--- src/rtl/cmplx_square_pkg.sv ---
// cmplx_square_pkg
//   Shared definitions for the streaming complex squarer:
//     - mode encoding (MODE_SQ, MODE_SQ_ADD_C)
//     - pipeline depth and the number of registered valid stages
//     - reduce_word(): narrows a wide signed value to w bits and flags
//       overflow. With CMPLX_SQUARE_SAT_EN defined the value saturates,
//       otherwise the caller keeps the low w bits (wrap).
//   Build macro: CMPLX_SQUARE_SAT_EN (undefined = wrap, defined = saturate).
package cmplx_square_pkg;

    localparam logic MODE_SQ       = 1'b0;
    localparam logic MODE_SQ_ADD_C = 1'b1;

    // S1 and S2 are registers; S3 is combinational into the FIFO write port,
    // so only PIPE_DEPTH-1 valid bits are ever in flight.
    localparam int PIPE_DEPTH    = 3;
    localparam int PIPE_VLD_REGS = PIPE_DEPTH - 1;

    typedef struct packed {
        logic        ovf;
        logic [63:0] val;
    } red_t;

    // Narrow v to a signed w-bit range (w <= 62).
    function automatic red_t reduce_word(input logic signed [63:0] v, input int w);
        logic signed [63:0] maxv;
        logic signed [63:0] minv;
        red_t               r;
        maxv  = (64'sd1 <<< (w - 1)) - 64'sd1;
        minv  = -(64'sd1 <<< (w - 1));
        r.ovf = (v > maxv) || (v < minv);
        r.val = v;
`ifdef CMPLX_SQUARE_SAT_EN
        if (v > maxv) begin
            r.val = maxv;
        end else if (v < minv) begin
            r.val = minv;
        end
`endif
        return r;
    endfunction

endpackage

--- src/rtl/cmplx_square_fifo.sv ---
// cmplx_square_fifo
//   Synchronous first-word-fall-through FIFO. The head word is visible on
//   o_data whenever o_valid is high; i_pop consumes it on the next edge.
//   Push and pop in the same cycle are both honoured, including when full.
//   Ports:
//     clk, rst           clock, asynchronous active-high reset
//     i_push, i_data     write strobe and word
//     i_pop              consume head (ignored when empty)
//     o_data, o_valid    head word and its valid
//     o_count            number of stored words (0..DEPTH)
module cmplx_square_fifo
    import cmplx_square_pkg::*;
#(
    parameter int WIDTH = 33,
    parameter int DEPTH = 8
) (
    input  logic                     clk,
    input  logic                     rst,
    input  logic                     i_push,
    input  logic [WIDTH-1:0]         i_data,
    input  logic                     i_pop,
    output logic [WIDTH-1:0]         o_data,
    output logic                     o_valid,
    output logic [$clog2(DEPTH):0]   o_count
);

    localparam int AW = $clog2(DEPTH);
    localparam int CW = AW + 1;

    logic [WIDTH-1:0] r_mem [DEPTH];
    logic [AW-1:0]    r_wr_ptr;
    logic [AW-1:0]    r_rd_ptr;
    logic [CW-1:0]    r_count;

    logic w_full;
    logic w_empty;
    logic w_do_push;
    logic w_do_pop;

    assign w_full    = (r_count == CW'(DEPTH));
    assign w_empty   = (r_count == '0);
    assign w_do_pop  = i_pop & ~w_empty;
    assign w_do_push = i_push & (~w_full | w_do_pop);

    always_ff @(posedge clk) begin
        if (w_do_push) begin
            r_mem[r_wr_ptr] <= i_data;
        end
    end

    // Pointers are AW bits wide, so they wrap modulo DEPTH on their own.
    always_ff @(posedge clk or posedge rst) begin
        if (rst) begin
            r_wr_ptr <= '0;
            r_rd_ptr <= '0;
            r_count  <= '0;
        end else begin
            if (w_do_push) begin
                r_wr_ptr <= r_wr_ptr + AW'(1);
            end
            if (w_do_pop) begin
                r_rd_ptr <= r_rd_ptr + AW'(1);
            end
            case ({w_do_push, w_do_pop})
                2'b10:   r_count <= r_count + CW'(1);
                2'b01:   r_count <= r_count - CW'(1);
                default: r_count <= r_count;
            endcase
        end
    end

    assign o_data  = r_mem[r_rd_ptr];
    assign o_valid = ~w_empty;
    assign o_count = r_count;

endmodule

--- src/rtl/cmplx_square_stream.sv ---
// cmplx_square_stream
//   Streaming fixed-point complex squarer: z^2 (mode 0) or z^2 + c (mode 1).
//   S1 registers the operands, S2 registers the scaled products, S3 adds c,
//   narrows to WIDTH bits and writes the FIFO. Input acceptance is credit
//   based (FIFO occupancy plus in-flight samples), so the pipeline never
//   stalls and no sample is dropped under backpressure.
//   Build macro: CMPLX_SQUARE_SAT_EN selects saturation instead of wrap.
//   Ports:
//     clk_clk, reset_reset           clock, asynchronous active-high reset
//     in_valid/in_ready              input handshake
//     in_re, in_im, in_c_re, in_c_im operands, signed Q(WIDTH-FRAC).FRAC
//     in_mode                        MODE_SQ or MODE_SQ_ADD_C
//     out_valid/out_ready            output handshake (FIFO head)
//     out_re, out_im, out_ovf        result and its overflow flag
//     busy                           pipeline or FIFO non-empty
//     ovf_sticky, ovf_clr            sticky overflow and its clear
//     sample_cnt                     accepted-sample counter
module cmplx_square_stream
    import cmplx_square_pkg::*;
#(
    parameter int WIDTH = 16,
    parameter int FRAC  = 12,
    parameter int DEPTH = 8,
    parameter int CNT_W = 32
) (
    input  logic             clk_clk,
    input  logic             reset_reset,
    input  logic             in_valid,
    output logic             in_ready,
    input  logic [WIDTH-1:0] in_re,
    input  logic [WIDTH-1:0] in_im,
    input  logic [WIDTH-1:0] in_c_re,
    input  logic [WIDTH-1:0] in_c_im,
    input  logic             in_mode,
    output logic             out_valid,
    input  logic             out_ready,
    output logic [WIDTH-1:0] out_re,
    output logic [WIDTH-1:0] out_im,
    output logic             out_ovf,
    output logic             busy,
    output logic             ovf_sticky,
    input  logic             ovf_clr,
    output logic [CNT_W-1:0] sample_cnt
);

    localparam int PW = 2 * WIDTH;
    localparam int CW = $clog2(DEPTH) + 1;
    localparam int FW = 2 * WIDTH + 1;

    // ---------------- credit / accept ----------------
    logic          w_accept;
    logic [CW-1:0] w_fifo_count;
    logic [CW-1:0] w_inflight;
    logic [CW-1:0] w_credit;

    logic r_v1;
    logic r_v2;

    assign w_inflight = {{(CW-1){1'b0}}, r_v1} + {{(CW-1){1'b0}}, r_v2};
    assign w_credit   = w_fifo_count + w_inflight;
    // Held low combinationally while reset is asserted.
    assign in_ready   = ~reset_reset & (w_credit < CW'(DEPTH));
    assign w_accept   = in_valid & in_ready;

    // ---------------- S1: operand registers ----------------
    logic signed [WIDTH-1:0] r_a1;
    logic signed [WIDTH-1:0] r_b1;
    logic signed [WIDTH-1:0] r_cre1;
    logic signed [WIDTH-1:0] r_cim1;
    logic                    r_mode1;

    always_ff @(posedge clk_clk or posedge reset_reset) begin
        if (reset_reset) begin
            r_v1    <= 1'b0;
            r_a1    <= '0;
            r_b1    <= '0;
            r_cre1  <= '0;
            r_cim1  <= '0;
            r_mode1 <= MODE_SQ;
        end else begin
            r_v1 <= w_accept;
            if (w_accept) begin
                r_a1    <= in_re;
                r_b1    <= in_im;
                r_cre1  <= in_c_re;
                r_cim1  <= in_c_im;
                r_mode1 <= in_mode;
            end
        end
    end

    // Products and scaling, registered into S2.
    logic signed [PW-1:0] w_a_x;
    logic signed [PW-1:0] w_b_x;
    logic signed [PW-1:0] w_aa;
    logic signed [PW-1:0] w_bb;
    logic signed [PW-1:0] w_ab;
    logic signed [PW:0]   w_re_f;
    logic signed [PW:0]   w_im_f;
    logic signed [PW:0]   w_re_sh;
    logic signed [PW:0]   w_im_sh;

    assign w_a_x   = {{WIDTH{r_a1[WIDTH-1]}}, r_a1};
    assign w_b_x   = {{WIDTH{r_b1[WIDTH-1]}}, r_b1};
    assign w_aa    = w_a_x * w_a_x;
    assign w_bb    = w_b_x * w_b_x;
    assign w_ab    = w_a_x * w_b_x;
    assign w_re_f  = {w_aa[PW-1], w_aa} - {w_bb[PW-1], w_bb};
    assign w_im_f  = {w_ab, 1'b0};
    // Arithmetic shift floors toward negative infinity.
    assign w_re_sh = w_re_f >>> FRAC;
    assign w_im_sh = w_im_f >>> FRAC;

    // ---------------- S2: scaled result registers ----------------
    logic signed [PW:0]      r_re2;
    logic signed [PW:0]      r_im2;
    logic signed [WIDTH-1:0] r_cre2;
    logic signed [WIDTH-1:0] r_cim2;
    logic                    r_mode2;

    always_ff @(posedge clk_clk or posedge reset_reset) begin
        if (reset_reset) begin
            r_v2    <= 1'b0;
            r_re2   <= '0;
            r_im2   <= '0;
            r_cre2  <= '0;
            r_cim2  <= '0;
            r_mode2 <= MODE_SQ;
        end else begin
            r_v2 <= r_v1;
            if (r_v1) begin
                r_re2   <= w_re_sh;
                r_im2   <= w_im_sh;
                r_cre2  <= r_cre1;
                r_cim2  <= r_cim1;
                r_mode2 <= r_mode1;
            end
        end
    end

    // ---------------- S3: add c, narrow, FIFO write ----------------
    logic signed [WIDTH-1:0] w_cre_sel;
    logic signed [WIDTH-1:0] w_cim_sel;
    logic signed [PW+1:0]    w_re_s3;
    logic signed [PW+1:0]    w_im_s3;
    red_t                    w_re_red;
    red_t                    w_im_red;
    logic                    w_ovf;
    logic                    w_push;
    logic [FW-1:0]           w_push_data;

    assign w_cre_sel = (r_mode2 == MODE_SQ_ADD_C) ? r_cre2 : {WIDTH{1'b0}};
    assign w_cim_sel = (r_mode2 == MODE_SQ_ADD_C) ? r_cim2 : {WIDTH{1'b0}};
    assign w_re_s3   = {r_re2[PW], r_re2} + {{(WIDTH+2){w_cre_sel[WIDTH-1]}}, w_cre_sel};
    assign w_im_s3   = {r_im2[PW], r_im2} + {{(WIDTH+2){w_cim_sel[WIDTH-1]}}, w_cim_sel};

    assign w_re_red  = reduce_word({{(64-PW-2){w_re_s3[PW+1]}}, w_re_s3}, WIDTH);
    assign w_im_red  = reduce_word({{(64-PW-2){w_im_s3[PW+1]}}, w_im_s3}, WIDTH);

    assign w_ovf       = w_re_red.ovf | w_im_red.ovf;
    assign w_push      = r_v2;
    assign w_push_data = {w_ovf, w_im_red.val[WIDTH-1:0], w_re_red.val[WIDTH-1:0]};

    // Upper bits of the narrowed words are intentionally discarded.
    logic w_unused_hi;
    assign w_unused_hi = ^{w_re_red.val[63:WIDTH], w_im_red.val[63:WIDTH]};

    // ---------------- output FIFO ----------------
    logic [FW-1:0] w_head;
    logic          w_fifo_valid;
    logic          w_pop;

    assign w_pop = w_fifo_valid & out_ready;

    cmplx_square_fifo #(
        .WIDTH (FW),
        .DEPTH (DEPTH)
    ) u_fifo (
        .clk     (clk_clk),
        .rst     (reset_reset),
        .i_push  (w_push),
        .i_data  (w_push_data),
        .i_pop   (w_pop),
        .o_data  (w_head),
        .o_valid (w_fifo_valid),
        .o_count (w_fifo_count)
    );

    // Outputs read zero while the FIFO is empty.
    assign out_valid = w_fifo_valid;
    assign out_re    = w_fifo_valid ? w_head[WIDTH-1:0]       : '0;
    assign out_im    = w_fifo_valid ? w_head[2*WIDTH-1:WIDTH] : '0;
    assign out_ovf   = w_fifo_valid & w_head[FW-1];
    assign busy      = r_v1 | r_v2 | (w_fifo_count != '0);

    // ---------------- status counters ----------------
    logic             r_ovf_sticky;
    logic [CNT_W-1:0] r_sample_cnt;

    always_ff @(posedge clk_clk or posedge reset_reset) begin
        if (reset_reset) begin
            r_ovf_sticky <= 1'b0;
            r_sample_cnt <= '0;
        end else begin
            // A new overflow wins over a clear in the same cycle.
            if (w_push && w_ovf) begin
                r_ovf_sticky <= 1'b1;
            end else if (ovf_clr) begin
                r_ovf_sticky <= 1'b0;
            end
            if (w_accept) begin
                r_sample_cnt <= r_sample_cnt + CNT_W'(1);
            end
        end
    end

    assign ovf_sticky = r_ovf_sticky;
    assign sample_cnt = r_sample_cnt;

endmodule

--- config.mk ---
export PLATFORM = sky130hd
export DESIGN_NAME = cmplx_square_stream
export DESIGN_NICKNAME = d
export VERILOG_FILES = /design/src/rtl/cmplx_square_pkg.sv /design/src/rtl/cmplx_square_fifo.sv /design/src/rtl/cmplx_square_stream.sv
export SDC_FILE = /design/constraint.sdc
export NUM_CORES = 2
export LEC_CHECK = 0
export CAP_MARGIN = 20
export CORE_ASPECT_RATIO = 1.2
export CORE_MARGIN = 3
export CORE_UTILIZATION = 58
export DETAILED_ROUTE_END_ITERATION = 8
export HOLD_SLACK_MARGIN = 0.03
export PLACE_DENSITY = 0.79
export SLEW_MARGIN = 20
export SYNTH_ARGS = -nofsm -noshare
export SYNTH_HDL_FRONTEND = slang
export SYNTH_SLANG_ARGS = --single-unit
--- constraint.sdc ---
create_clock -name clk_clk -period 7.7 [get_ports clk_clk]
set_input_delay 0.77 -clock clk_clk [delete_from_list [all_inputs] [get_ports clk_clk]]
set_output_delay 0.77 -clock clk_clk [all_outputs]
set_load 0.1 [all_outputs]
======== Word-level counts from Yosys, hierarchy flattened ========
Memories as Yosys holds them, arrays and structs flattened.
Cells that the tools add are included.
storage, ports and cells
  flip-flop bits (word level) ............. 185
  RAM bits ................................ 264
  input bits .............................. 70
  output and inout port bits .............. 69
  logic and storage cells ................. 68
  memories ................................ 1
memories
  memory        depth  width  read ports  clocked after Yosys merged registers in  wr ports  line                     RTL
  u_fifo.r_mem  8      33     1           0                                        1         cmplx_square_fifo.sv:30  logic [WIDTH-1:0] r_mem [DEPTH];
cells by class
  $add $sub $neg .......................... 10
  $mul .................................... 3
  $lt $le $gt $ge ......................... 5
  equality and inequality tests ........... 3
  mux-type cells .......................... 9
  bitwise logic cells ..................... 13
  reductions and logical operators ........ 7
operators by type and width
  kind                                                                                count
  16-bit by 16-bit multiplier with 32-bit output                                      3
  16-bit 2-to-1 mux                                                                   4
  21-bit by 16-bit adder with 22-bit output                                           2
  22-bit by 16-bit greater-than comparator with 1-bit output (second input constant)  2
  22-bit by 16-bit less-than comparator with 1-bit output (second input constant)     2
  32-bit by 32-bit subtractor with 33-bit output                                      1
  32-bit by 1-bit adder with 32-bit output (second input constant)                    1
  4-bit case mux with 2 select lines                                                  1
  3-bit by 1-bit adder with 3-bit output (second input constant)                      2
  1-bit bitwise AND                                                                   6
  4-bit by 1-bit adder with 4-bit output (second input constant)                      1
  4-bit by 2-bit adder with 4-bit output                                              1
  4-bit == test (second input constant)                                               1
  4-bit logical NOT                                                                   1
  4-bit less-than comparator (second input constant)                                  1
  1-bit 2-to-1 mux                                                                    4
  1-bit bitwise OR                                                                    4
  2-bit nonzero test                                                                  2
  4-bit nonzero test                                                                  1
  4-bit by 1-bit subtractor with 4-bit output (second input constant)                 1
  1-bit inverter                                                                      3
  1-bit by 1-bit adder with 2-bit output                                              1
  2-bit by 1-bit == test with 1-bit output (second input constant)                    1
  2-bit == test (second input constant)                                               1
  2 further kinds                                                                     3

======== Longest topological paths before layout ========
  depth after elaboration ................. 8
  gate-level depth with buffers ........... 31
  depth with buffers taken out ............ 29

======== Modules after synthesis ========
Synthesis repeated with hierarchy kept, for this count alone.
unflattened totals
  cells, all modules ...................... 4,148
  area, all modules ....................... 47,057.6 um^2
by module, submodules not included
  module               instances  cells an instance  area each (um^2)  sequential area each (um^2)
  cmplx_square_stream  1          3,697              36,394.9          4,379.2
  cmplx_square_fifo    1          451                10,662.7          8,177.8

======== Worst setup path before layout ========
OpenSTA, ideal clock, no wires.
  kind .................................... register to register
  start point ............................. register r_b1[15]
  end point ............................... register r_re2[17]
  data arrival time ....................... 7,765 ps
  setup slack ............................. -190 ps
  stages on the path, launching flop included .. 26
  buffers on the path ..................... 2
  clock period less this slack ............ 7,890 ps
  path through ............................ dfrtp_1 clkbuf_1 clkbuf_1 nand2_1 inv_1 fa_1 fa_1 fa_1 inv_1 fa_1 fa_1 fa_1 fa_1 inv_1 fa_1 inv_1 ha_1 a21o_1 a21o_1 a221o_1 a21oi_1 o221ai_1 a21oi_1 nor2b_1 xnor2_1 mux2_2
between the ends
  cells in the longest elaborated chain, start to end .. 2
RTL lines
  element                                         line                        RTL
  from (decl)                                     cmplx_square_stream.sv:67   logic signed [WIDTH-1:0] r_b1;
  from (signal assigned)                          cmplx_square_stream.sv:84   r_b1 <= in_im;
  16-bit by 16-bit multiplier with 32-bit output  cmplx_square_stream.sv:106  assign w_bb = w_b_x * w_b_x;
  32-bit by 32-bit subtractor with 33-bit output  cmplx_square_stream.sv:108  assign w_re_f = {w_aa[PW-1], w_aa} - {w_bb[PW-1], w_bb};
  to (signal assigned)                            cmplx_square_stream.sv:132  r_re2 <= w_re_sh;
  to (decl)                                       cmplx_square_stream.sv:115  logic signed [PW:0] r_re2;
Every way passes these cells.
A chain may end at the register's enable or synchronous reset.

======== Worst setup path in the final report ========
  start point ............................. register r_b1[0]
  end point ............................... register r_re2[18]
Same word-level chain as after synthesis.

==> flow_summary.ini <==
[layout]
nets = 5453
finalInstanceArea_um2 = 51600
areaGrowthSynthToFinish_pct = 11.2
drive_gt1_frac = 0.109

[clocking]
clockRootBuffer = clkbuf_16
cts.htree.levels = 2
cts_tree = yes
clkLatencyLatePin_ns = 0.62
cts_buffers = 48
clk_pin_slew_ns = 0.07
cts.sinks = 449
clk_path_buf_depth = 3

[yosys]
synth_seq_area_share = 0.271
async_flop_share = 0.412
synth_most_common_cell = inv_1
synth_commonest_cells = 999 x inv_1, 801 x fa_1, 347 x nand2_1, 291 x ha_1, 264 x edfxtp_1
synth_cell_types = 74
synth-seq-cells = 449
synth_edf_count = 264
avgSynthCellArea_um2 = 11.3
netlist.area_leader.share = 0.346
syn_area_um2 = 46400
synthCells = 4098
synth-warning-count = 0
ys_top_cells_by_area = fa_1 35%, edfxtp_1 17%, dfrtp_1 10%
synth_area_leader_cell = fa_1
synth_ff_type = edfxtp_1
synth_fp_nets = 5260

[die]
die_area_um2 = 83400
core_area_um2 = 78500
core.rowCount = 112
top_level_ports = 139
fp.dieH_um = 316
initial_core_util = 0.591
die_w_um = 264

[drt]
drt_iter0_drc = 1892
drc = 0
post_drt_wl_per_cell_um = 20.1
via_count = 29344
routed_wl_um = 108000
ant_nets = 0
drtPass1Iterations = 6
drt-vias-per-instance = 5.48

[setup_path]
regToRegStartpoint = r_b1[0]$_DFFE_PP0P_
critPathSlowestCell = fa_1
r2r_cells = 27
worstPathRequired_ns = 8.20
max_stage_delay_ns = 0.51
crit_top_cell = fa_1
r2r_end = r_re2[18]$_DFFE_PP0P_
ff2ff_setup_slack_ns = 0.25
cp-end-kind = register
critPathKind = register to register
critPathLaunchType = register
critPathArrivalTime_ns = 7.95
path_max_fanout = 6

[hold_path]
worstHoldStart = r_cim2[7]$_DFFE_PP0P_
whs_path_depth = 1
worst_hold_path.endpoint = r_cim2[7]$_DFFE_PP0P_
hold_class = register to register

[global_route]
grt_pass1_wl_um = 176000
antenna_found_initial = 0
first_global_vias = 32885
grt_overflow = 0
grt_use_total = 0.270
grt_max_degree = 69

[timing]
drv_slew = 0
fmax_mhz = 134
tightest_slew_ns = 1.04
finalClockSkew_ns = 0.0381
finalHoldViolations = 0
fin_crit_ns = 7.45
finalSetupTns_ns = 0
fin_crit_sh = 0.968
setup_violations = 0
relSlewSlack = 0.306

[place]
gp_congestion = 0.951
io_buffers = 138
dpl-instance-area_um2 = 49800
hpwlAfterDp_um = 84000

[job]
maxCapViolations = 0

[status]
status = completed
==> worst max-delay path, delay by kind of cell (launching register included) <==
kind                     cells  cell delay, ns
flip-flops                   1            0.50
AND/OR/NAND/NOR              1            0.17
buffers and inverters        8            0.80
multiplexers                 1            0.27
XOR/XNOR                     1            0.14
AO/OA/AOI/OAI                7            1.26
adder cells (fa/ha/maj)      9            4.17
==> state kept, by name, summed over array words and instances, names as in the netlist, 3 cells and up <==
name	cells
u_fifo.r_mem	264
r_b1	16
sample_cnt	32
u_fifo.r_rd_ptr	3
r_cre1	16
r_re2	21
r_cre2	16
r_a1	16
r_cim2	16
r_cim1	16
r_im2	21
u_fifo.o_count	4
u_fifo.r_wr_ptr	3
==> stage by stage <==
stage                     hold slack [ns]  worst slack (ns)  cells   util
final                               0.500             0.245   5358  0.657
after global routing                0.515           -0.0453   5357  0.657
after CTS                           0.499            0.0189   5351  0.656
after detailed placement            0.487           -0.0303   5261  0.634
after global placement              0.460             0.157   5261  0.634
after floorplan                     0.378            0.0341   4098      -
==> cell usage in the layout, fill, tap and decap left out, types with 8 or more instances in the layout <==
master / n
nor2_1: 123
a21o_1: 29
fa_1: 800
or3_1: 8
and3_1: 10
nand2b_1: 35
dfrtp_2: 13
clkbuf_16: 48
xnor2_1: 109
edfxtp_1: 264
clkdlybuf4s50_1: 138
xor2_1: 35
buf_12: 10
nor3_1: 13
mux2i_1: 37
nand2_1: 345
nand3_1: 22
a21oi_1: 68
mux4_2: 66
o21a_1: 14
and2_1: 193
ha_1: 291
o21ai_0: 35
nand4_1: 17
inv_1: 994
buf_4: 137
o21ai_1: 11
dfrtp_1: 170
nor2b_1: 12
clkbuf_1: 13
mux2_2: 115
==> layout make-up <==
class,count,area (um^2)
diodes,1,2.50
clock buffers,68,1350
clock inverters,22,318
fillers,5730,26900
inverters,1005,3780
multi-input cells,2499,29600
flip-flops and latches,449,12600
well taps,1026,1280
repair buffers,288,2640
==> cell families after synthesis <==
kind of cell,after synthesis,share of synthesized area
buffers and inverters,1150,0.0931
adder cells (fa/ha/maj),1092,0.424
AND/OR/NAND/NOR,825,0.0854
flip-flops,449,0.271
AO/OA/AOI/OAI,220,0.0313
multiplexers,218,0.0680
XOR/XNOR,144,0.0272
==> worst max path at each step <==
stage                                    start                     to  slack [ns]  cells after the start
after floorplan           r_b1[15]$_DFFE_PP0P_  r_re2[17]$_DFFE_PP0P_        0.03                     27
after global placement     r_a1[1]$_DFFE_PP0P_  r_re2[20]$_DFFE_PP0P_        0.16                     32
after detailed placement   r_a1[0]$_DFFE_PP0P_  r_re2[18]$_DFFE_PP0P_       -0.03                     28
after CTS                  r_a1[8]$_DFFE_PP0P_  r_re2[20]$_DFFE_PP0P_        0.02                     30
after global routing       r_a1[8]$_DFFE_PP0P_  r_re2[20]$_DFFE_PP0P_       -0.05                     28
final                      r_b1[0]$_DFFE_PP0P_  r_re2[18]$_DFFE_PP0P_        0.25                     27
==> what timing repair did <==
item | 4_1_cts | 5_1_grt
pin swaps | 0 | 7
setup endpoints to repair | 3 | 12
gates resized for setup | 5 | 26
setup buffers | 0 | 6
hold buffers | 0 | 0
==> routing by layer <==
layer | vias to the layer above | wire, um | global-route usage
met3 | 323 | 6070 | 0.0357
met1 | 15023 | 39400 | 0.326
met4 | 0 | 6150 | 0.131
li1 | 12960 | - | -
met5 | - | 0 | 0
met2 | 1038 | 56200 | 0.482
Power is not shown: default switching activity piles up to over one toggle a cycle in this logic, so the estimate is an artifact.
